## src/rtl/debounce_edge.sv

```systemverilog
// rtl/debounce_edge.sv - synchronizing debouncer with level output and edge strobes
//
// Purpose: brings a raw asynchronous input into the CLK domain through a
// SYNC_STAGES-deep flop chain, requires STABLE_CYCLES consecutive equal
// synchronized samples before the debounced level moves, and counts aborted
// candidate transitions in a saturating 8-bit counter.
//
// Ports:
//   CLK      in   system clock, rising edge
//   RST_N    in   synchronous active-low reset
//   D        in   raw asynchronous input
//   Q        out  debounced level (registered)
//   RISE     out  one-cycle strobe on a Q 0->1 change (registered)
//   FALL     out  one-cycle strobe on a Q 1->0 change (registered)
//   BUSY     out  a candidate transition is being qualified
//   GLITCHES out  saturating count of aborted transitions
module debounce_edge #(
  parameter int       SYNC_STAGES   = 2,
  parameter int       STABLE_CYCLES = 4,
  parameter int       CNT_WIDTH     = 16,
  parameter logic     RESET_LEVEL   = 1'b0
) (
  input  logic       CLK,
  input  logic       RST_N,
  input  logic       D,
  output logic       Q,
  output logic       RISE,
  output logic       FALL,
  output logic       BUSY,
  output logic [7:0] GLITCHES
);

  localparam logic [1:0] ST_STABLE_LO = 2'd0;
  localparam logic [1:0] ST_WAIT_HI   = 2'd1;
  localparam logic [1:0] ST_STABLE_HI = 2'd2;
  localparam logic [1:0] ST_WAIT_LO   = 2'd3;

  localparam logic [1:0] ST_RESET = RESET_LEVEL ? ST_STABLE_HI : ST_STABLE_LO;

  // Terminal count: the sample that lands here is the STABLE_CYCLES-th one.
  localparam logic [CNT_WIDTH-1:0] CNT_LAST = CNT_WIDTH'(STABLE_CYCLES - 1);
  localparam logic [CNT_WIDTH-1:0] CNT_ONE  = CNT_WIDTH'(1);

  logic [SYNC_STAGES-1:0] sync_q, sync_d;
  logic [1:0]             state_q, state_d;
  logic [CNT_WIDTH-1:0]   cnt_q, cnt_d;
  logic                   q_q, q_d;
  logic                   rise_q, rise_d;
  logic                   fall_q, fall_d;
  logic [7:0]             glitch_q, glitch_d;
  logic [7:0]             glitch_inc;
  logic                   sd;

  assign sync_d     = {sync_q[SYNC_STAGES-2:0], D};
  assign sd         = sync_q[SYNC_STAGES-1];
  assign glitch_inc = (glitch_q == 8'hFF) ? glitch_q : glitch_q + 8'd1;

  always_comb begin
    state_d  = state_q;
    cnt_d    = cnt_q;
    q_d      = q_q;
    rise_d   = 1'b0;
    fall_d   = 1'b0;
    glitch_d = glitch_q;
    case (state_q)
      ST_STABLE_LO: begin
        if (sd) begin
          state_d = ST_WAIT_HI;
          cnt_d   = CNT_ONE;
        end else begin
          cnt_d   = '0;
        end
      end
      ST_WAIT_HI: begin
        if (!sd) begin
          // Falling back to the current level, even on the last sample, is an abort.
          state_d  = ST_STABLE_LO;
          cnt_d    = '0;
          glitch_d = glitch_inc;
        end else if (cnt_q == CNT_LAST) begin
          state_d = ST_STABLE_HI;
          cnt_d   = '0;
          q_d     = 1'b1;
          rise_d  = 1'b1;
        end else begin
          cnt_d = cnt_q + CNT_ONE;
        end
      end
      ST_STABLE_HI: begin
        if (!sd) begin
          state_d = ST_WAIT_LO;
          cnt_d   = CNT_ONE;
        end else begin
          cnt_d   = '0;
        end
      end
      ST_WAIT_LO: begin
        if (sd) begin
          state_d  = ST_STABLE_HI;
          cnt_d    = '0;
          glitch_d = glitch_inc;
        end else if (cnt_q == CNT_LAST) begin
          state_d = ST_STABLE_LO;
          cnt_d   = '0;
          q_d     = 1'b0;
          fall_d  = 1'b1;
        end else begin
          cnt_d = cnt_q + CNT_ONE;
        end
      end
      default: begin
        state_d = ST_RESET;
        cnt_d   = '0;
      end
    endcase
  end

  always_ff @(posedge CLK) begin
    if (!RST_N) begin
      sync_q   <= {SYNC_STAGES{RESET_LEVEL}};
      state_q  <= ST_RESET;
      cnt_q    <= '0;
      q_q      <= RESET_LEVEL;
      rise_q   <= 1'b0;
      fall_q   <= 1'b0;
      glitch_q <= 8'd0;
    end else begin
      sync_q   <= sync_d;
      state_q  <= state_d;
      cnt_q    <= cnt_d;
      q_q      <= q_d;
      rise_q   <= rise_d;
      fall_q   <= fall_d;
      glitch_q <= glitch_d;
    end
  end

  assign Q        = q_q;
  assign RISE     = rise_q;
  assign FALL     = fall_q;
  assign BUSY     = (state_q == ST_WAIT_HI) || (state_q == ST_WAIT_LO);
  assign GLITCHES = glitch_q;

endmodule

```

## config.mk

```make
export PLATFORM = sky130hd
export DESIGN_NAME = debounce_edge
export DESIGN_NICKNAME = d
export VERILOG_FILES = /design/src/rtl/debounce_edge.sv
export SDC_FILE = /design/constraint.sdc
export NUM_CORES = 1
export LEC_CHECK = 0
export CAP_MARGIN = 20
export CORE_MARGIN = 5
export CORE_UTILIZATION = 49
export CTS_CLUSTER_DIAMETER = 150
export DETAILED_ROUTE_END_ITERATION = 7
export PLACE_DENSITY = 0.85
export RECOVER_POWER = 50
export SLEW_MARGIN = 10
export SYNTH_ARGS = -nofsm -noshare
export SYNTH_HDL_FRONTEND = slang
export SYNTH_SLANG_ARGS = --single-unit
export TNS_END_PERCENT = 5
```

## constraint.sdc

```tcl
create_clock -name CLK -period 1.5 [get_ports CLK]
set_input_delay 0.3 -clock CLK [delete_from_list [all_inputs] [get_ports CLK]]
set_output_delay 0.3 -clock CLK [all_outputs]
set_load 0.1 [all_outputs]
```

* Word level (Yosys, flattened, before mapping)
Index checks and enable logic that the tools add are counted.
Word-level totals: output and inout port bits 12, bits of input ports 3, register bits after elaboration 31, logic and storage cells 57
Cells by class: reductions and logical operators 8, $add $sub $neg 2, multiplexer cells 23, bitwise gates (word level) 2, equal/unequal tests 15
Operator list (count):
- 16-bit one-hot mux with 4 select lines | 1
- 16-bit 2-to-1 mux | 3
- 8-bit 2-to-1 mux | 3
- 16-bit by 1-bit adder with 16-bit output, second input constant | 1
- 16-bit by 2-bit equality test with 1-bit output, second input constant | 1
- 2-bit != test, second input constant | 8
- 8-bit one-hot mux with 2 select lines | 1
- 2-bit 2-to-1 mux | 6
- 8-bit by 1-bit adder with 8-bit output, second input constant | 1
- 8-bit equality test, second input constant | 1
- 2-bit one-hot mux with 4 select lines | 1
- 1-bit 2-to-1 mux | 7
- 3-bit != test, second input constant | 2
- 3-bit AND reduction | 2
- 5-bit AND reduction | 1
- 2-bit equality test, second input constant | 2
- 4-bit AND reduction | 1
- 3-bit OR reduction | 1
- 2-bit by 1-bit equality test with 1-bit output, second input constant | 1
- 2-bit logical NOT | 1
- 1-bit inverter | 2
- 1-bit one-hot mux with 2 select lines | 1
- 2-bit nonzero test | 1
- 1-bit logical OR | 1

* Logic depth before layout (Yosys ltp)
Gate-level depths: netlist of run 1.
depth in word-level cells 4, gate-level depth with buffers 6, mapped depth without buffers 5

* Worst setup path after synthesis of run 1
OpenSTA, ideal clock, no wires.
path kind reg-to-reg, start point register glitch_q[0], in the netlist GLITCHES[0], end point register glitch_q[1], in the netlist GLITCHES[1], required time 1.382 ns, path slack -0.772 ns, period minus slack after synthesis 2.272 ns, arrival time 2.153 ns, stages on the path, launching flop included 7, library setup time 0.118 ns, cells stage by stage dfxtp_1 -> ha_1 -> nand2_1 -> o311ai_1 -> buf_2 -> mux2i_1 -> nor2_1
On the way: longest elaborated chain between the ends 4, elaborated cells between the ends (all ways) 6, those cells by class add/sub (1); eq/ne (1); mux (4)
Ends and longest elaborated chain:
- start: declaration | line 50 | logic [7:0] glitch_q, glitch_d;
- start signal: assignment | line 134 | glitch_q <= glitch_d;
- 8-bit by 1-bit adder with 8-bit output / 8-bit equality test (equally long branches) | line 56 | assign glitch_inc = (glitch_q == 8'hFF) ? glitch_q : glitch_q + 8'd1;
- 8-bit 2-to-1 mux * | line 56
- 8-bit 2-to-1 mux (on tied branches) | line 98, 75
- 8-bit one-hot mux with 2 select lines * | line 65 | case (state_q)
Mark *: on every way between the ends. The rest lies on a longest branch, timed or not. The select of a mux whose other input is x is not followed. A chain may end at the register's enable or synchronous reset.

* Worst setup path in the final report of run 1
start point register sync_q[1], end point register glitch_q[3], in the netlist GLITCHES[3]
On the way: longest elaborated chain between the ends 2, elaborated cells between the ends (all ways) 3, those cells by class eq/ne (2); reduce/logical (1)
Ends and longest elaborated chain:
- start: declaration | line 44 | logic [SYNC_STAGES-1:0] sync_q, sync_d;
- start signal: assignment | line 120 | sync_q <= {SYNC_STAGES{RESET_LEVEL}};
- start signal: assignment | line 128 | sync_q <= sync_d;
- 2-bit != test (no source line)
- 3-bit AND reduction (no source line) *
Mark *: on every way between the ends. The rest lies on a longest branch, timed or not.

==> impl_results.md, run 1 <==
* Status: finished, violations left
* Failing checks: negative setup slack
* Ys Warns at 0
* Total CTS buffers at 5
* RR Startpoint: sync_q[1]
* DPL Wire Length at 2580 um
* Yosys reg bits at 31
* Initial antenna violation count at 0
* Vias at 1368
* Top Ports at 15
* Setup Viol. Count Final at 1
* Vias in the first global route at 1404
* Tmin final at 1.55 ns
* 1st-iter DRT viols at 91
* Fin Hold WS at 0.454 ns
* PortBufs at 14
* Slew of the pin with the lowest slew margin at 0.355 ns
* Deepest clock path buffer count at 2
* Total Routing Usage GR at 21.4%
* Final Hold Vio Count at 0
* Synth top area share at 46.2%
* Layout area overhead at 52.0%
* First-pass GRT wire length at 6730 um
* Max_slew headroom at 76.2%
* CTS H-tree depth at 2
* Post-synth EDFFs at 0
* Latest clock arrival within the worst-skew pair at 0.34 ns
* CP Capture Type: flop
* Maximum vdd drop at 0.596 mV
* Crit path kind: reg -> reg
* DP Worst Slack at -0.140 ns
* Layout cells sized above 1 at 42.6%
* Peak Freq at 646 MHz
* Cells after Synth at 155
* Sequential area share after synthesis at 46.2%
* Hold Path Origin: sync_q[0]
* CP startpoint: sync_q[1]
* Primary FF master, synth: dfxtp_1
* Setup TNS at -0.0480 ns
* Crit path launch type: flop
* Pwr Total at 1.48 mW
* Final nets at 206
* Mean post-synth cell area at 8.67 sq um
* Sink Count at 31
* Pins Over Slew Limit at 0
* Total Wirelength at 4180 um
* CTS tree: done
* RSZ-0062 raised after global routing: true
* Min-delay worst type: reg -> reg
* Worst Path Arrival at 1.81 ns
* Worst-path clk slew at 0.12 ns
* Num rows at 19
* Syn_nets at 160
* FILL cells at 166
* Post-layout worst setup margin at -0.0480 ns
* Initial Util at 50.0%
* Critical path data required time at 1.76 ns
* Largest net degree at the start of global routing at 11
* Storage cell area at 654 sq um
* Die area at 3890 sq um
* TritonRoute pass-1 iters at 4
* Post-route ant nets at 0
* Die Y at 62.4 um
* Core region area at 2690 sq um
* Area of the multi-input gates at 853 sq um
* Number of remaining DRC errors at 0
* Final weighted congestion in routability-driven placement at 0.762
* Post-Syn Area at 1340 sq um
* Largest cells by area after synthesis: dfxtp_1 (46%), xnor2_1 (8.5%), nor2_1 (6.4%), nand3_1 (3.7%), nor4_1 (3.3%)
* P_leak at 0.720 nW
* Top cell types by occurrence after synthesis: dfxtp_1 (31), nor2_1 (23), xnor2_1 (13)
* Clk_skew at 0.0207 ns
* GRT overflow at 0
* # diodes at 0
* Maxcap violations at 0
* Top cell type by total area after synthesis: dfxtp_1
* Post-layout util at 76.0%
* Pwr Density at 723 nW/um^2
* Library cells used by synthesis at 30
* Largest fanout on the critical path at 8
* Via density at 5.87
* FFs w/ async S/R, synth at 0%
* Most common cell in the synthesized netlist: dfxtp_1
* Die width at 62.4 um
* Tcrit/Tclk final at 103%
* Routed len/inst at 17.9 um
* Clock Tree Root: clkbuf_4
## critical path, cell delays in order, from the launching register on
cell	delay, ns
dfxtp_2	0.37
xnor2_4	0.22
o311ai_4	0.16
buf_6	0.17
or3_4	0.38
a21oi_2	0.17
## sequential cells by signal, summed over array words and instances, names as in the netlist, named ones only
signal	flops
FALL	1
GLITCHES	8
Q	1
RISE	1
cnt_q	16
state_q	1
sync_q	2
## cells by family (layout without fill, tap and decap cells)
group	after synthesis	after routing	share of synthesized area [%]
simple gates	79	79	29.9
flops	31	31	46.2
xor+xnor	16	16	11.0
compound gates	12	12	5.21
buf+inv	12	59	3.63
mux	3	3	2.23
fa+ha+maj	2	2	1.86
## cell type report
class,instances,area share (%)
inverter,8,1.47
clock buffer,6,3.06
clock inverter,2,0.429
timing repair buffer,43,19.3
tap,31,1.90
multi-input combinational,112,41.8
sequential,31,32.0
## per-stage QoR
stage               area (sq um)  instances
floorplan                   1400        155
global placement            1870        222
detailed placement          1870        222
CTS                         1990        231
global route                2040        233
finish                      2040        233
## placed cells by master, fill, tap and decap left out, types with 2 or more instances in the layout
cell,synthesis,final
buf_4,0,26
xnor2_1,13,13
mux2i_1,3,3
clkbuf_4,0,12
nand4_1,5,5
a21oi_2,0,2
clkdlybuf4s50_1,0,2
or3_4,0,2
xor2_1,2,2
dfxtp_1,31,18
nor4_2,0,6
buf_6,0,2
and3_1,2,2
nand2b_1,3,3
nand3_1,10,7
inv_1,7,7
a21oi_1,5,3
nor2_1,23,22
nand3_2,0,3
dfxtp_2,0,6
clkinv_1,1,2
nor3_2,0,2
nand2_1,10,9
nor3_1,7,5
buf_12,0,5
dfxtp_4,0,7
nor4b_1,4,2
## final timing paths
kind	endpoint	slack [ns]	cells after the start
setup reg to reg	GLITCHES[3]	-0.05	5
hold / removal	sync_q[1]	0.45	1
hold reg to reg	sync_q[1]	0.45	1
setup / recovery	GLITCHES[3]	-0.05	5
## what timing repair did
action	CTS	global route
pin swaps	4	9
resized for setup	10	27
setup endpoints to repair	25	24
hold buffers	0	0
setup buffers	1	2
## layer usage
| layer | wire [um] | up-vias | GRT usage [%] |
|---|---|---|---|
| met5 | 0 | - | 0 |
| li1 | - | 630 | - |
| met3 | 216 | 20 | 5.40 |
| met1 | 1540 | 666 | 24.2 |
| met4 | 176 | 0 | 5.57 |
| met2 | 2250 | 52 | 39.4 |
## report_power, final
group | leakage, nW | switching (mW) | internal (mW) | total [mW]
Sequential | 0.259 | 0.00524 | 0.816 | 0.821
Clock | 0.0408 | 0.305 | 0.276 | 0.581
Combinational | 0.421 | 0.0425 | 0.0318 | 0.0743
Total | 0.720 | 0.353 | 1.12 | 1.48
No activity file was read; power rests on OpenSTA's default activity.
==> run 2, diff against run 1 <==
Settings changed: CORE_MARGIN 5 to 2.
==> run 2 against run 1 <==
  * Power is 6.4% lower
  * Sequential share of layout area is 0.71 points lower
  * Critical path depth is 3 higher
  * Cell count is 1.7% higher
  * Critical path type unchanged
  * Clock skew is 0.0013 ns higher
  * First-iteration DRC count is 26% lower
  * Via count is 3.6% higher
  * Sequential cell count stayed put
  * Hold slack better by 0.036 ns
  * Final area is 3.1% higher
  * Clock power is 17% lower
  * Combinational power is 9.3% higher
  * The flow still finishes with violations (negative setup slack)
==> impl_results.md, run 2 (synthesis gave the netlist of run 1 again) <==
* # diodes at 0
* Die area at 3180 sq um
* Post-layout worst setup margin at -0.141 ns
* Clock Tree Root: clkbuf_4
* Crit path kind: reg -> reg
* Crit-path cells: ha_4 -> nand2_4 -> o311ai_4 -> buf_6 -> buf_4 -> buf_4 -> xor2_1 -> nor2_1
* Number of remaining DRC errors at 0
* Latest clock arrival within the worst-skew pair at 0.35 ns
* Tmin final at 1.64 ns
* Layout cells sized above 1 at 42.5%
* Final nets at 212
* Most frequent cells in the layout: buf_4 (34), nor2_1 (22), dfxtp_1 (18)
* Status: finished, violations left
* Pwr Density at 657 nW/um^2
* Min-delay worst type: reg -> reg
* Largest net degree at the start of global routing at 12
* Most common cell after layout, fill and taps aside: buf_4
* Clk_skew at 0.0221 ns
* Worst-path clk slew at 0.11 ns
* P_leak at 0.733 nW
* 1st-iter DRT viols at 67
* Routed len/inst at 18.9 um
* Critical path data required time at 1.73 ns
* DPL Wire Length at 2470 um
* Die Y at 56.4 um
* FILL cells at 139
* Layout area overhead at 56.6%
* Largest fanout on the critical path at 4
* Non-Filler Instances at 237
* Post-route ant nets at 0
* Maximum vdd drop at 0.843 mV
* Core region area at 2540 sq um
* Final Hold Vio Count at 0
* Max incr delay on CP at 0.38 ns
* Top Ports at 15
* Setup Viol. Count Final at 9
* Max_slew headroom at 67.8%
* CP Capture Type: flop
* Deepest clock path buffer count at 2
* GRT overflow at 0
* Sink Count at 31
* CTS Hold Bufs at 0
* PortBufs at 14
* Failing checks: negative setup slack
* Slew of the pin with the lowest slew margin at 0.486 ns
* Pins Over Slew Limit at 0
* Num rows at 18
* Worst Path Arrival at 1.87 ns
* Cell count after placement at 225
* Final weighted congestion in routability-driven placement at 0.740
* Vias in the first global route at 1352
* Initial antenna violation count at 0
* RSZ-0062 raised after global routing: true
* Setup TNS at -0.457 ns
* Via density at 5.98
* CTS H-tree depth at 2
* Total Wirelength at 4470 um
* Initial Util at 52.8%
* CP max-delay cell: dfxtp_4
* Vias at 1417
* TritonRoute pass-1 iters at 4
* Post-layout util at 82.7%
* Total Routing Usage GR at 23.3%
* Maxcap violations at 0
* Fin Hold WS at 0.489 ns
* CTS tree: done
* Number of flip-flops in the largest register at 16
* Die width at 56.4 um
* Crit path launch type: flop
* Most used cell, CP: buf_4
* Total CTS buffers at 5
* Largest Register: cnt_q
* Tcrit/Tclk final at 109%
* Peak Freq at 609 MHz
* First-pass GRT wire length at 5790 um
run 2: area by class of cell:
cell class / instances / area, sq um / area share [%]
clock buffers: 7 / 45.0 / 2.14
inverters: 8 / 30.0 / 1.43
multi-input cells: 112 / 867 / 41.2
flip-flops and latches: 31 / 659 / 31.3
well taps: 30 / 37.5 / 1.78
repair buffers: 49 / 465 / 22.1
run 2: per-stage QoR:
stage / power, mW / area (sq um) / worst slack (ns)
after floorplan: 0.873 / 1400 / -0.0535
after global placement: 0.900 / 1900 / -0.0742
after detailed placement: 0.903 / 1900 / -0.192
after CTS: 1.34 / 1980 / -0.0781
after global routing: 1.41 / 2100 / -0.196
final: 1.38 / 2100 / -0.141
run 2: worst paths after layout:
check,depth (start not counted),start,endpoint,slack [ns]
min,1,sync_q[0],sync_q[1],0.49
min reg2reg,1,sync_q[0],sync_q[1],0.49
max reg2reg,8,GLITCHES[0],GLITCHES[0],-0.14
max,8,GLITCHES[0],GLITCHES[0],-0.14
run 2: layer usage:
metal | track usage (%) | wire length [um] | up-vias
met5 | 0 | 0 | -
met4 | 9.18 | 122 | 0
met3 | 7.14 | 329 | 18
met2 | 41.2 | 2220 | 69
met1 | 25.8 | 1800 | 688
li1 | - | - | 642
run 2: critical path, delay by kind of cell (launching register included):
family                     cells  cell delay (ns)
AOI/OAI and AO/OA              1             0.31
xor gates and xnor gates       1             0.16
adders and majority gates      1             0.15
buffers and inverters          3             0.37
DFF                            1             0.38
and+or+nand+nor                2             0.16
run 2: power breakdown:
group | switching [mW] | leakage, nW | internal, mW
Sequential | 0.00640 | 0.259 | 0.813
Clock | 0.306 | 0.0254 | 0.177
Combinational | 0.0460 | 0.449 | 0.0352
Total | 0.358 | 0.733 | 1.02
run 2: repair_timing:
item	4_1_cts	5_1_grt
resized for setup	6	32
endpoints found under the hold margin	0	0
endpoints found under the setup margin	26	25
pin swaps	1	7
buffers inserted	0	5
